`config.mk`:
```
export PLATFORM = sky130hd
export DESIGN_NAME = game_flow_ctrl
export DESIGN_NICKNAME = d
export VERILOG_FILES = /design/src/rtl/game_pkg.sv /design/src/rtl/btn_edge.sv /design/src/rtl/game_flow_ctrl.sv
export SDC_FILE = /design/constraint.sdc
export NUM_CORES = 1
export LEC_CHECK = 0
export BUFFER_PORTS_ARGS = -buffer_cell sky130_fd_sc_hd__buf_2
export CAP_MARGIN = 20
export CORE_MARGIN = 2
export CORE_UTILIZATION = 40
export DETAILED_ROUTE_END_ITERATION = 12
export PLACE_DENSITY = 0.68
export SLEW_MARGIN = 10
export SYNTH_ARGS = -nofsm -noshare
export SYNTH_HDL_FRONTEND = slang
export SYNTH_HIERARCHICAL = 1
export SYNTH_SLANG_ARGS = --single-unit
```
`constraint.sdc`:
```
create_clock -name vsync -period 2.35 [get_ports vsync]
set_input_delay 0.47 -clock vsync [delete_from_list [all_inputs] [get_ports vsync]]
set_output_delay 0.47 -clock vsync [all_outputs]
set_load 0.01 [all_outputs]
```
`src/rtl/game_pkg.sv`:
```
// game_pkg: shared state encoding, ASCII bounds, button indices and cursor width helper for game_flow_ctrl.
package game_pkg;
  typedef enum logic [2:0] {
    WELCOME = 3'd0,
    START   = 3'd1,
    PLAY    = 3'd2,
    PAUSE   = 3'd3,
    FINISH  = 3'd4
  } game_state_e;
  localparam logic [7:0] ASCII_A = 8'h41;
  localparam logic [7:0] ASCII_Z = 8'h5A;
  localparam int BTN_LEFT  = 0;
  localparam int BTN_RIGHT = 1;
  localparam int BTN_DOWN  = 2;
  localparam int BTN_UP    = 3;
  localparam int BTN_CHOP  = 4;
  localparam int BTN_N     = 5;
  function automatic int cur_w(input int n);
    return (n > 1) ? $clog2(n) : 1;
  endfunction
endpackage

```
`src/rtl/btn_edge.sv`:
```
// btn_edge: falling-edge press detector; history resets to ones so a button held through reset is not a press.
module btn_edge #(
  parameter int W = 5
) (
  input  logic         i_clk,
  input  logic         i_rst_n,
  input  logic [W-1:0] i_btn,
  output logic [W-1:0] o_press
);
  logic [W-1:0] r_prev;
  always_ff @(negedge i_clk or negedge i_rst_n)
    if (!i_rst_n) r_prev <= '1;
    else          r_prev <= i_btn;
  assign o_press = i_btn & ~r_prev;
endmodule

```
`src/rtl/game_flow_ctrl.sv`:
```
// game_flow_ctrl: WELCOME -> START -> PLAY <-> PAUSE -> FINISH sequencer, updated on the falling edge of vsync.
// Optional high-score latch enabled by defining HIGH_SCORE_EN.
module game_flow_ctrl
  import game_pkg::*;
#(
  parameter int NAME_LEN   = 3,
  parameter int FPS        = 60,
  parameter int START_SECS = 3,
  parameter int TIME_W     = 8,
  parameter int POINT_W    = 10
) (
  input  logic                       vsync,
  input  logic                       reset,
  input  logic                       pause,
  input  logic                       left,
  input  logic                       right,
  input  logic                       up,
  input  logic                       down,
  input  logic                       chop,
  input  logic [TIME_W-1:0]          time_left,
  input  logic [POINT_W-1:0]         point_total,
  output logic [2:0]                 game_state,
  output logic [NAME_LEN*8-1:0]      team_name,
  output logic [cur_w(NAME_LEN)-1:0] cursor,
  output logic [3:0]                 start_sec,
  output logic                       timer_go,
  output logic [POINT_W-1:0]         best_score,
  output logic [NAME_LEN*8-1:0]      best_name
);
  localparam int CW = cur_w(NAME_LEN);
  localparam int FW = (FPS > 1) ? $clog2(FPS) : 1;
  localparam logic [CW-1:0] LAST = CW'(NAME_LEN - 1);
  localparam logic [FW-1:0] FRAME_END = FW'(FPS - 1);
  game_state_e            r_state, w_next;
  logic                   r_timer_go;
  logic [7:0]             r_name [NAME_LEN];
  logic [CW-1:0]          r_cursor;
  logic [3:0]             r_start_sec;
  logic [FW-1:0]          r_frame;
  logic [BTN_N-1:0]       w_press;
  logic [NAME_LEN*8-1:0]  w_name;
  logic w_chop, w_up, w_down, w_right, w_left, w_confirm, w_frame_end, w_start_done, w_time_out;
  btn_edge #(.W(BTN_N)) u_btn_edge (
    .i_clk   (vsync),
    .i_rst_n (reset),
    .i_btn   ({chop, up, down, right, left}),
    .o_press (w_press)
  );
  // One action per frame: chop > up > down > right > left
  assign w_chop       = w_press[BTN_CHOP];
  assign w_up         = ~w_chop & w_press[BTN_UP];
  assign w_down       = ~|w_press[BTN_N-1:BTN_UP] & w_press[BTN_DOWN];
  assign w_right      = ~|w_press[BTN_N-1:BTN_DOWN] & w_press[BTN_RIGHT];
  assign w_left       = ~|w_press[BTN_N-1:BTN_RIGHT] & w_press[BTN_LEFT];
  assign w_confirm    = w_chop | (w_right & (r_cursor == LAST));
  assign w_frame_end  = r_frame == FRAME_END;
  assign w_start_done = w_frame_end & (r_start_sec == 4'd1);
  assign w_time_out   = time_left == '0;
  always_ff @(negedge vsync or negedge reset)
    if (!reset) begin
      r_state    <= WELCOME;
      r_timer_go <= 1'b0;
    end else begin
      r_state    <= w_next;
      r_timer_go <= w_next == PLAY;
    end
  always_comb begin
    w_next = WELCOME;
    case (r_state)
      WELCOME: w_next = w_confirm ? START : WELCOME;
      START:   w_next = w_start_done ? PLAY : START;
      PLAY:    w_next = w_time_out ? FINISH : pause ? PAUSE : PLAY;
      PAUSE:   w_next = pause ? PAUSE : PLAY;
      FINISH:  w_next = |w_press ? WELCOME : FINISH;
      default: w_next = WELCOME;
    endcase
  end
  always_ff @(negedge vsync or negedge reset)
    if (!reset) begin
      for (int k = 0; k < NAME_LEN; k++) r_name[k] <= ASCII_A;
      r_cursor    <= '0;
      r_start_sec <= 4'(START_SECS);
      r_frame     <= '0;
    end else begin
      case (r_state)
        WELCOME:
          if (w_confirm) begin
            r_cursor    <= '0;
            r_start_sec <= 4'(START_SECS);
            r_frame     <= '0;
          end else if (w_up)
            r_name[r_cursor] <= (r_name[r_cursor] == ASCII_A) ? ASCII_Z : r_name[r_cursor] - 8'd1;
          else if (w_down)
            r_name[r_cursor] <= (r_name[r_cursor] == ASCII_Z) ? ASCII_A : r_name[r_cursor] + 8'd1;
          else if (w_right)
            r_cursor <= r_cursor + 1'b1;
          else if (w_left && r_cursor != '0)
            r_cursor <= r_cursor - 1'b1;
        START: begin
          r_frame <= w_frame_end ? '0 : r_frame + 1'b1;
          if (w_frame_end) r_start_sec <= r_start_sec - 4'd1;
        end
        FINISH:
          if (|w_press) r_cursor <= '0;
        default: ;
      endcase
    end
  for (genvar i = 0; i < NAME_LEN; i++) begin : g_name
    assign w_name[8*i +: 8] = r_name[i];
  end
  assign game_state = r_state;
  assign team_name  = w_name;
  assign cursor     = r_cursor;
  assign start_sec  = r_start_sec;
  assign timer_go   = r_timer_go;
`ifdef HIGH_SCORE_EN
  logic [POINT_W-1:0]     r_best;
  logic [NAME_LEN*8-1:0]  r_best_name;
  // Strictly greater: a tie keeps the earlier holder
  always_ff @(negedge vsync or negedge reset)
    if (!reset) begin
      r_best      <= '0;
      r_best_name <= {NAME_LEN{ASCII_A}};
    end else if (r_state == PLAY && w_time_out && point_total > r_best) begin
      r_best      <= point_total;
      r_best_name <= w_name;
    end
  assign best_score = r_best;
  assign best_name  = r_best_name;
`else
  logic w_unused;
  assign w_unused   = ^point_total;
  assign best_score = '0;
  assign best_name  = '0;
`endif
endmodule

```
Word level (Yosys, flattened, before mapping):

Cells that the tools add are included.

* add/sub/neg operators: 6
* order comparisons: 2
* eq/ne operators: 16
* muxes and demuxes: 30
* bitwise logic cells: 12
* reduce and logical (&&, ||, !) cells: 19

Operator list (count)
* $bwmux W24: 2
* $mux W24: 2
* $mux W8: 5
* $bmux W8 S2: 1
* $demux W8 S2: 1
* $eq A8 B7 Y1 const B: 2
* $pmux W3 S5: 1
* $mux W2: 7
* $mux W6: 2
* $pmux W6 S2: 1
* $eq A3 B2 Y1 const B: 3
* $add A8 B1 Y8 const B: 1
* $logic_not A8 Y1: 1
* $mux W4: 2
* $pmux W4 S2: 1
* $reduce_bool A2 Y1: 4
* $sub A8 B1 Y8 const B: 1
* $add A6 B1 Y6 const B: 1
* $and A1 B1 Y1: 6
* $eq A6 B6 Y1 const B: 1
* $mux W3: 2
* $ne A2 B2 Y1 const B: 3
* $ne A3 B3 Y1 const B: 2
* $reduce_and A3 Y1: 2
* other kinds (26): 31

* bits in registers: 45

Logic depth before layout (Yosys ltp):

Gate-level depths: netlist of run 1.

* word-level depth: 12
* mapped depth: 10

By module:

Netlist of run 1, hierarchy kept.

By module, submodules not included
* game_flow_ctrl: times used 1, cells an instance 294, area an instance 2797.7 um^2
* btn_edge: times used 1, cells an instance 11, area an instance 203.9 um^2

==> flow_summary.ini, run 1 <==
[status]
status = finished, violations left
violations = negative setup slack

[logic_synthesis]
synth_compound_area_frac = 0.168
synth_common_cells = 34 x buf_4, 34 x nor2_1, 32 x dfrtn_1
synthAdderAreaFrac = 0.0292
synth_top_area_share = 0.267
yosys.area_share.simple = 0.196
ys_types = 58
synth_flop_cell = dfrtn_1
netlist_area_mm2 = 0.00300
yosysSeqAreaShare = 0.381
synth_seq_cells = 45
synth_top_area_cell = dfrtn_1
synth_edf_count = 0
synth_top_family_by_area = simple AND/OR/NAND/NOR gates
postSynthAreaPerCell_um2 = 9.84
syn_inst = 305
synthMuxAreaShare = 0.0925
synth_warnings = 6
synth-xor-area-share = 0.0175
async_reset_ff_frac = 1.00
synth_area_leaders = dfrtn_1 27%, dfstp_2 11%, buf_4 8.5%

[sta]
hold-worst-slack_ns = 0.488
report.final.setup_viol = 73
slew_violations = 0
hold_violations = 0
fin_setup_tns_ns = -19.20
fin_skew_ns = 0.0732
fin_ws_ns = -0.463
rsz0062_at_grt = true

[routing]
wire_per_inst_um = 14.4
drt_iter0_drc = 136
routed_wl_um = 8210
antenna_left = 0
vias = 2840
firstDrtPassIters = 4
route.detailed.drc = 0
avgViaCountPerCell = 4.99

[die]
fp.dieH_um = 90.6
num_rows = 31
die_w_um = 90.6
io_pins = 94
core_mm2 = 0.00725
start_util = 0.414
dieArea_mm2 = 0.00821

[power_and_ir_drop]
clkPwrFrac = 0.138
power_mw = 4.53
power_density_mw_per_mm2 = 998
p_int_mw = 2.65
netSwitchingFraction = 0.415
ir_drop_uv = 446
power.switching_mw = 1.88
combPwrFrac = 0.618
power_leakage_nw = 2.24
seqPwrFrac = 0.244

[final_layout]
fillerInstances = 630
fin_util = 0.626
area_growth_pct = 51.3
final_nets = 502
diodes = 0
design_area_mm2 = 0.00454
drive_above_1_share = 0.528
final_cells = 569

[grt]
groute.usage.overall = 0.196
grt_antenna_before_repair = 0
first_global_vias = 2759
grt_pass1_wl_um = 13000
grt_start_max_net_pins = 46
gr-total-overflow = 0

[worst_setup_path]
critPathKind = primary input to register
cp_max_fo = 4
start_kind = primary input
endpoint_kind = register
cp.arrival_ns = 1.80
cp_data_required_time_ns = 1.34

[clock_tree]
clock_path_buffers = 2
clk_latency_ns = 0.38
cts_tree = done
clkTransAtPathRegs_ns = 0.07
holdBufCountCts = 0
cts.sinks = 45
clockRootBuffer = clkbuf_8
ctsHtreeMaxLevel = 2
cts_buffers = 5

[placed_design]
dp_slack_ns = -0.884
place.port_buffers = 49
postPlaceCellArea_mm2 = 0.00373
dp_cells = 504
dp_hpwl_um = 5800
gp_routability_congestion = 0.907

[job]
drv_cap = 0

[worst_hold_path]
hold_class = register to register
## critical path: stages
cell	delay (ns)
buf_6	0.07
nor2b_4	0.18
nor2_4	0.07
nor4bb_4	0.37
and2_4	0.23
buf_6	0.11
mux2_4	0.29
## what timing repair did
| item | 4_1_cts | 5_1_grt |
|---|---|---|
| setup buffers | 34 | 15 |
| hold endpoints to repair | 0 | 0 |
| pin swaps | 17 | 12 |
| setup endpoints to repair | 72 | 73 |
| resized for setup | 46 | 25 |
## cell families (layout without fill, tap and decap cells)
kind of cell,Yosys count,count (layout)
fa+ha+maj,7,7
mux,25,25
buf+inv,51,183
other cells,1,34
compound gates,65,65
flops,45,45
xor+xnor,6,6
simple gates,105,105
## cell usage in the layout (no fill, tap or decap), types with 7 or more instances in the layout
master,count
a2bb2oi_2,7
buf_2,35
a31oi_1,9
nor2b_4,7
o21ai_0,9
dfrtn_1,32
inv_1,19
nand3_1,14
nand2_1,13
mux2_4,12
dfstp_2,13
mux2i_1,7
buf_6,24
buf_4,95
nor2_1,30
conb_1,34
## state kept, by name, indices dropped and copies added, names as in the netlist
signal / cells
team_name: 24
r_frame: 6
u_btn_edge/r_prev: 5
start_sec: 4
game_state: 3
cursor: 2
timer_go: 1
## worst paths after layout
| path | start | slack [ns] | end | cells after the start |
|---|---|---|---|---|
| max reg2reg | cursor[0]$_DFFE_NN0P_ | -0.14 | team_name[22]$_DFFE_NN1P_ | 9 |
| max in group asynchronous | reset | 0.81 | team_name[8]$_DFFE_NN1P_ | 2 |
| min reg2reg | r_frame[3]$_DFFE_NN0P_ | 0.49 | r_frame[3]$_DFFE_NN0P_ | 3 |
| min | r_frame[3]$_DFFE_NN0P_ | 0.49 | r_frame[3]$_DFFE_NN0P_ | 3 |
| min in group asynchronous | reset | 1.18 | team_name[18]$_DFFE_NN0P_ | 2 |
| max | up | -0.46 | team_name[1]$_DFFE_NN0P_ | 7 |
## cell type report
| type | instances | area [um^2] | area share |
|---|---|---|---|
| inverters | 7 | 26.3 | 0.00579 |
| well taps | 99 | 124 | 0.0273 |
| flip-flops and latches | 45 | 1140 | 0.252 |
| repair buffers | 155 | 1180 | 0.260 |
| clock buffers | 5 | 68.8 | 0.0152 |
| multi-input cells | 242 | 1930 | 0.424 |
| clock inverters | 16 | 75.1 | 0.0165 |
## metal layers
metal  GRT usage  up-vias  wire length (um)
li1            -     1360                 -
met1       0.246     1367              3380
met2       0.333       96              4170
met3      0.0401       17               480
met4      0.0679        0               175
met5           0        -                 0
## power groups by stage
| stage | combinational, mW | clock (mW) | sequential [mW] |
|---|---|---|---|
| after detailed placement | 2.15 | 0.0395 | 1.15 |
| after global routing | 3.01 | 0.702 | 1.13 |
| after CTS | 2.58 | 0.642 | 1.10 |
| after floorplan | 1.30 | 0.0395 | 1.21 |
| after global placement | 2.14 | 0.0395 | 1.15 |
| final | 2.80 | 0.626 | 1.11 |
Note: power is estimated with default switching activity, not from simulation.
==> inputs of run 2 (changes only) <==
--- a/config.mk
+++ b/config.mk
@@ -7,10 +7,9 @@
 export LEC_CHECK = 0
 export BUFFER_PORTS_ARGS = -buffer_cell sky130_fd_sc_hd__buf_2
 export CAP_MARGIN = 20
-export CORE_MARGIN = 2
-export CORE_UTILIZATION = 40
+export CORE_UTILIZATION = 47
 export DETAILED_ROUTE_END_ITERATION = 12
-export PLACE_DENSITY = 0.68
+export PLACE_DENSITY = 0.77
 export SLEW_MARGIN = 10
 export SYNTH_ARGS = -nofsm -noshare
 export SYNTH_HDL_FRONTEND = slang
==> constraint.sdc (replaced) <==
create_clock -name vsync -period 2.35 [get_ports vsync]
set_input_delay 0.235 -clock vsync [delete_from_list [all_inputs] [get_ports vsync]]
set_output_delay 0.235 -clock vsync [all_outputs]
set_load 0.01 [all_outputs]
==> flow_summary.ini, run 2 (same netlist as run 1, synthesis figures left out) <==
[final_layout]
drive_above_1_share = 0.517
fillerInstances = 428
final_nets = 483
diodes = 0
final_common_cell = buf_4
area_growth_pct = 46.3
fin_util = 0.729
mostFrequentLayoutCells = 72 x buf_4, 36 x buf_2, 34 x conb_1, 32 x dfrtn_1, 26 x buf_6
largest_reg_flops = 24

[clock_tree]
cts.sinks = 45
cts_tree = done
holdBufCountCts = 0
cts_buffers = 5
clock_path_buffers = 2
clkTransAtPathRegs_ns = 0.07
clockRootBuffer = clkbuf_8
clk_latency_ns = 0.38
ctsHtreeMaxLevel = 2

[routing]
wire_per_inst_um = 15.4
vias = 2750
route.detailed.drc = 0
firstDrtPassIters = 4
antenna_left = 0
routed_wl_um = 8100
drt_iter0_drc = 154
avgViaCountPerCell = 5.23

[grt]
grt_start_max_net_pins = 46
grt_antenna_before_repair = 0
gr-total-overflow = 0
grt_pass1_wl_um = 12400
groute.usage.overall = 0.247
first_global_vias = 2645

[status]
violations = negative setup slack
status = finished, violations left

[power_and_ir_drop]
power_density_mw_per_mm2 = 1000
power_leakage_nw = 2.15
ir_drop_uv = 701

[worst_setup_path]
path_buf_inv = 3
crit_family = simple AND/OR/NAND/NOR gates
cp_max_fo = 4
start_kind = primary input
critical_path.cell_chain = buf_6, nor2b_4, nor2_4, buf_6, a31oi_4, nor4_4, buf_4, a21oi_2, o21ai_2, a21oi_2
cp.arrival_ns = 1.64
cpPeakStageDelay_ns = 0.38
slowest_stage = nor4_4
critPathKind = primary input to register
cp_data_required_time_ns = 1.33
endpoint_kind = register

[sta]
fin_ws_ns = -0.305
slew_violations = 0
rsz0062_at_grt = true
report.final.setup_viol = 44
hold-worst-slack_ns = 0.460
hold_violations = 0
fin_skew_ns = 0.0787

[placed_design]
dp_hpwl_um = 5280
gp_routability_congestion = 0.924
place.port_buffers = 49
dp_slack_ns = -0.603

[die]
start_util = 0.498
io_pins = 94
dieArea_mm2 = 0.00671
num_rows = 28
fp.dieH_um = 81.9
core_mm2 = 0.00603
die_w_um = 81.9

[worst_hold_path]
hold_class = register to register

[job]
drv_cap = 0
==> run 2: changes by cell type in the layout (fill, tap and decap cells not counted), moves of 2 or more <==
cell     previous run  this run
a21oi_1             6         2
a21oi_2             3         7
buf_4              95        72
buf_6              24        26
mux2_2              4         2
mux2_4             12        14
nor2_1             30        24
nor2_2              0         7
nor4_1              2         4
o21ai_0             9         6
o21ai_1             2         6
==> run 2: path summary, 6_finish.rpt <==
kind | slack (ns) | startpoint | cells after the start | end
setup / recovery | -0.30 | down | 10 | timer_go$_DFF_NN0_
hold / removal | 0.46 | r_frame[2]$_DFFE_NN0P_ | 1 | r_frame[2]$_DFFE_NN0P_
setup reg to reg | -0.05 | team_name[0]$_DFFE_NN1P_ | 10 | team_name[2]$_DFFE_NN0P_
hold reg to reg | 0.46 | r_frame[2]$_DFFE_NN0P_ | 1 | r_frame[2]$_DFFE_NN0P_
max in group asynchronous | 1.05 | reset | 2 | u_btn_edge/r_prev[2]$_DFF_NN1_
min in group asynchronous | 0.94 | reset | 2 | team_name[12]$_DFFE_NN0P_
==> run 2: metrics by stage <==
step / setup TNS (ns) / cells / total power [mW] / area [um^2]
global placement: -17.00 / 460 / 3.20 / 3560
CTS: -4.57 / 500 / 4.15 / 4050
floorplan: -8.21 / 338 / 2.55 / 3230
finish: -6.63 / 526 / 4.40 / 4390
detailed placement: -18.22 / 460 / 3.23 / 3560
global route: -8.58 / 526 / 4.69 / 4390
==> run 2: repair_timing <==
action | in CTS | in global routing
gates resized for setup | 37 | 40
endpoints found under the setup margin | 49 | 54
buffers inserted | 21 | 26
hold endpoints to repair | 0 | 0
pin swaps | 5 | 20
==> run 2: worst reg2reg max path, stage by stage, from the launching register on <==
cell       delay, ns
dfstp_2         0.55
buf_4           0.11
mux2i_1         0.07
a2bb2oi_2       0.14
inv_2           0.09
ha_2            0.20
o211ai_1        0.14
or3_4           0.43
nor2_4          0.13
o31a_1          0.21
a31oi_2         0.10
==> run 2: metal layers <==
layer | vias to the layer above | GRT usage | part of all wire
li1 | 1325 | - | -
met5 | - | 0 | 0
met2 | 95 | 0.423 | 0.51
met1 | 1316 | 0.301 | 0.42
met3 | 14 | 0.0456 | 0.045
met4 | 0 | 0.105 | 0.023
==> run 2: area by class of cell <==
class	count	area (um^2)	area share
clock buffer	6	93.8	0.0214
inverter	7	26.3	0.00598
tap	75	93.8	0.0214
clock inverter	15	71.3	0.0162
timing repair buffer	136	1050	0.240
sequential	45	1140	0.260
multi-input combinational	242	1910	0.435
==> run 2: where the power goes <==
part / internal [mW] / switching [mW]
sequential: 0.990 / 0.146
clock: 0.318 / 0.384
combinational: 1.27 / 1.29
total: 2.58 / 1.82
==> inputs of run 3 (changes only) <==
--- a/config.mk
+++ b/config.mk
@@ -9,6 +9,7 @@
 export CAP_MARGIN = 20
 export CORE_UTILIZATION = 47
 export DETAILED_ROUTE_END_ITERATION = 12
+export MAX_ROUTING_LAYER = met4
 export PLACE_DENSITY = 0.77
 export SLEW_MARGIN = 10
 export SYNTH_ARGS = -nofsm -noshare
==> flow_summary.ini, run 3 (same netlist as run 1, synthesis figures left out) <==
[clock_tree]
clk_latency_ns = 0.37
cts_tree = done
clkTransAtPathRegs_ns = 0.06
cts.sinks = 45
holdBufCountCts = 0
clock_path_buffers = 2
cts_buffers = 5
clockRootBuffer = clkbuf_8
ctsHtreeMaxLevel = 2

[routing]
drt_iter0_drc = 148
firstDrtPassIters = 4
route.detailed.drc = 0
routed_wl_um = 8370
wire_per_inst_um = 16.2
avgViaCountPerCell = 5.40
vias = 2799
antenna_left = 0

[placed_design]
dp_cells = 463
place.port_buffers = 49
gp_routability_congestion = 0.922
dp_hpwl_um = 5350

[die]
core_mm2 = 0.00603
die_w_um = 81.9
io_pins = 94
start_util = 0.498
fp.dieH_um = 81.9
dieArea_mm2 = 0.00671
num_rows = 28

[power_and_ir_drop]
ir_drop_uv = 800
power_mw = 4.66
power_density_mw_per_mm2 = 1060
power_leakage_nw = 2.12

[worst_setup_path]
r2r_start = cursor[0]$_DFFE_NN0P_
cpPeakStageDelay_ns = 0.27
start_kind = primary input
reg2reg_depth = 10
critPathLaunch = up
crit_family = simple AND/OR/NAND/NOR gates
endpoint_kind = register
cp_data_required_time_ns = 1.33
cp_num_cells = 7
cp_max_fo = 4
slowest_stage = mux2_2
critPathKind = primary input to register
cp.arrival_ns = 1.59
path_buf_inv = 1
critical_path.cell_chain = buf_6, nor2b_4, nor2b_4, nand4_1, o22ai_2, a2bb2oi_2, mux2_2
path_common_cell = nor2b_4

[job]
drv_cap = 0

[sta]
fin_ws_ns = -0.266
worstMarginPinSlew_ns = 0.519
slew_headroom = 0.654
report.final.setup_viol = 43
slew_violations = 0
hold_violations = 0
fin_skew_ns = 0.0684
rsz0062_at_grt = true

[worst_hold_path]
worstHoldStart = team_name[21]$_DFFE_NN0P_
holdPathStages = 1
hold_class = register to register

[final_layout]
mostFrequentLayoutCells = 60 x buf_4, 36 x buf_2, 34 x conb_1, 32 x dfrtn_1, 29 x buf_6
final_common_cell = buf_4
largest_reg_flops = 24
drive_above_1_share = 0.521
area_growth_pct = 46.9
final_nets = 475
final_cells = 518
diodes = 0

[grt]
first_global_vias = 2572
groute.usage.overall = 0.247
grt_antenna_before_repair = 0
grt_start_max_net_pins = 46
grt_pass1_wl_um = 12200
gr-total-overflow = 0

[status]
violations = negative setup slack
status = finished, violations left
-- run 3: cell types whose count changed in the layout (fill, tap and decap cells not counted), sizes merged --
cell    previous run  this run
buf              136       127
bufbuf             0         1
-- run 3: cell type report --
class / instances / area [um^2]
fillers: 416 / 1620
repair buffers: 128 / 1030
clock inverters: 15 / 71.3
clock buffers: 6 / 93.8
multi-input cells: 242 / 1950
well taps: 75 / 93.8
inverters: 7 / 26.3
flip-flops and latches: 45 / 1140
-- run 3: through the flow --
step	utilization	setup TNS, ns	hold WS (ns)	area [um^2]	setup WS [ns]
floorplan	-	-8.21	0.438	3230	-0.347
global placement	0.594	-17.33	0.474	3580	-0.559
detailed placement	0.594	-19.08	0.488	3580	-0.588
CTS	0.680	-4.02	0.492	4100	-0.200
global route	0.732	-7.86	0.507	4410	-0.306
finish	0.732	-5.25	0.487	4410	-0.266
-- run 3: timing repair --
action                     in CTS  in global routing
setup endpoints to repair      48                 50
cloned                          1                  0
pin swaps                       9                 18
gates resized for setup        38                 45
buffers inserted               18                 17
-- run 3: path summary, 6_finish.rpt --
path                                                   to  slack (ns)
worst max-delay path            team_name[21]$_DFFE_NN0P_       -0.27
worst min-delay path            team_name[21]$_DFFE_NN0P_        0.49
worst max register to register  team_name[21]$_DFFE_NN0P_       -0.06
worst min register to register  team_name[21]$_DFFE_NN0P_        0.49
max in group asynchronous        team_name[8]$_DFFE_NN1P_        1.04
min in group asynchronous       team_name[20]$_DFFE_NN0P_        0.95
-- run 3: routing by layer --
layer | track usage | share of wire | vias up
met5 | - | 0 | -
met4 | 0.0632 | 0.022 | 0
met3 | 0.0322 | 0.046 | 19
met2 | 0.415 | 0.51 | 116
met1 | 0.314 | 0.42 | 1355
li1 | - | - | 1309
-- run 3: where the power goes --
group | total [mW] | switching, mW | internal [mW] | leakage, nW
registers | 1.15 | 0.161 | 0.990 | 0.555
logic | 2.83 | 1.41 | 1.42 | 1.44
clock network | 0.675 | 0.357 | 0.318 | 0.130
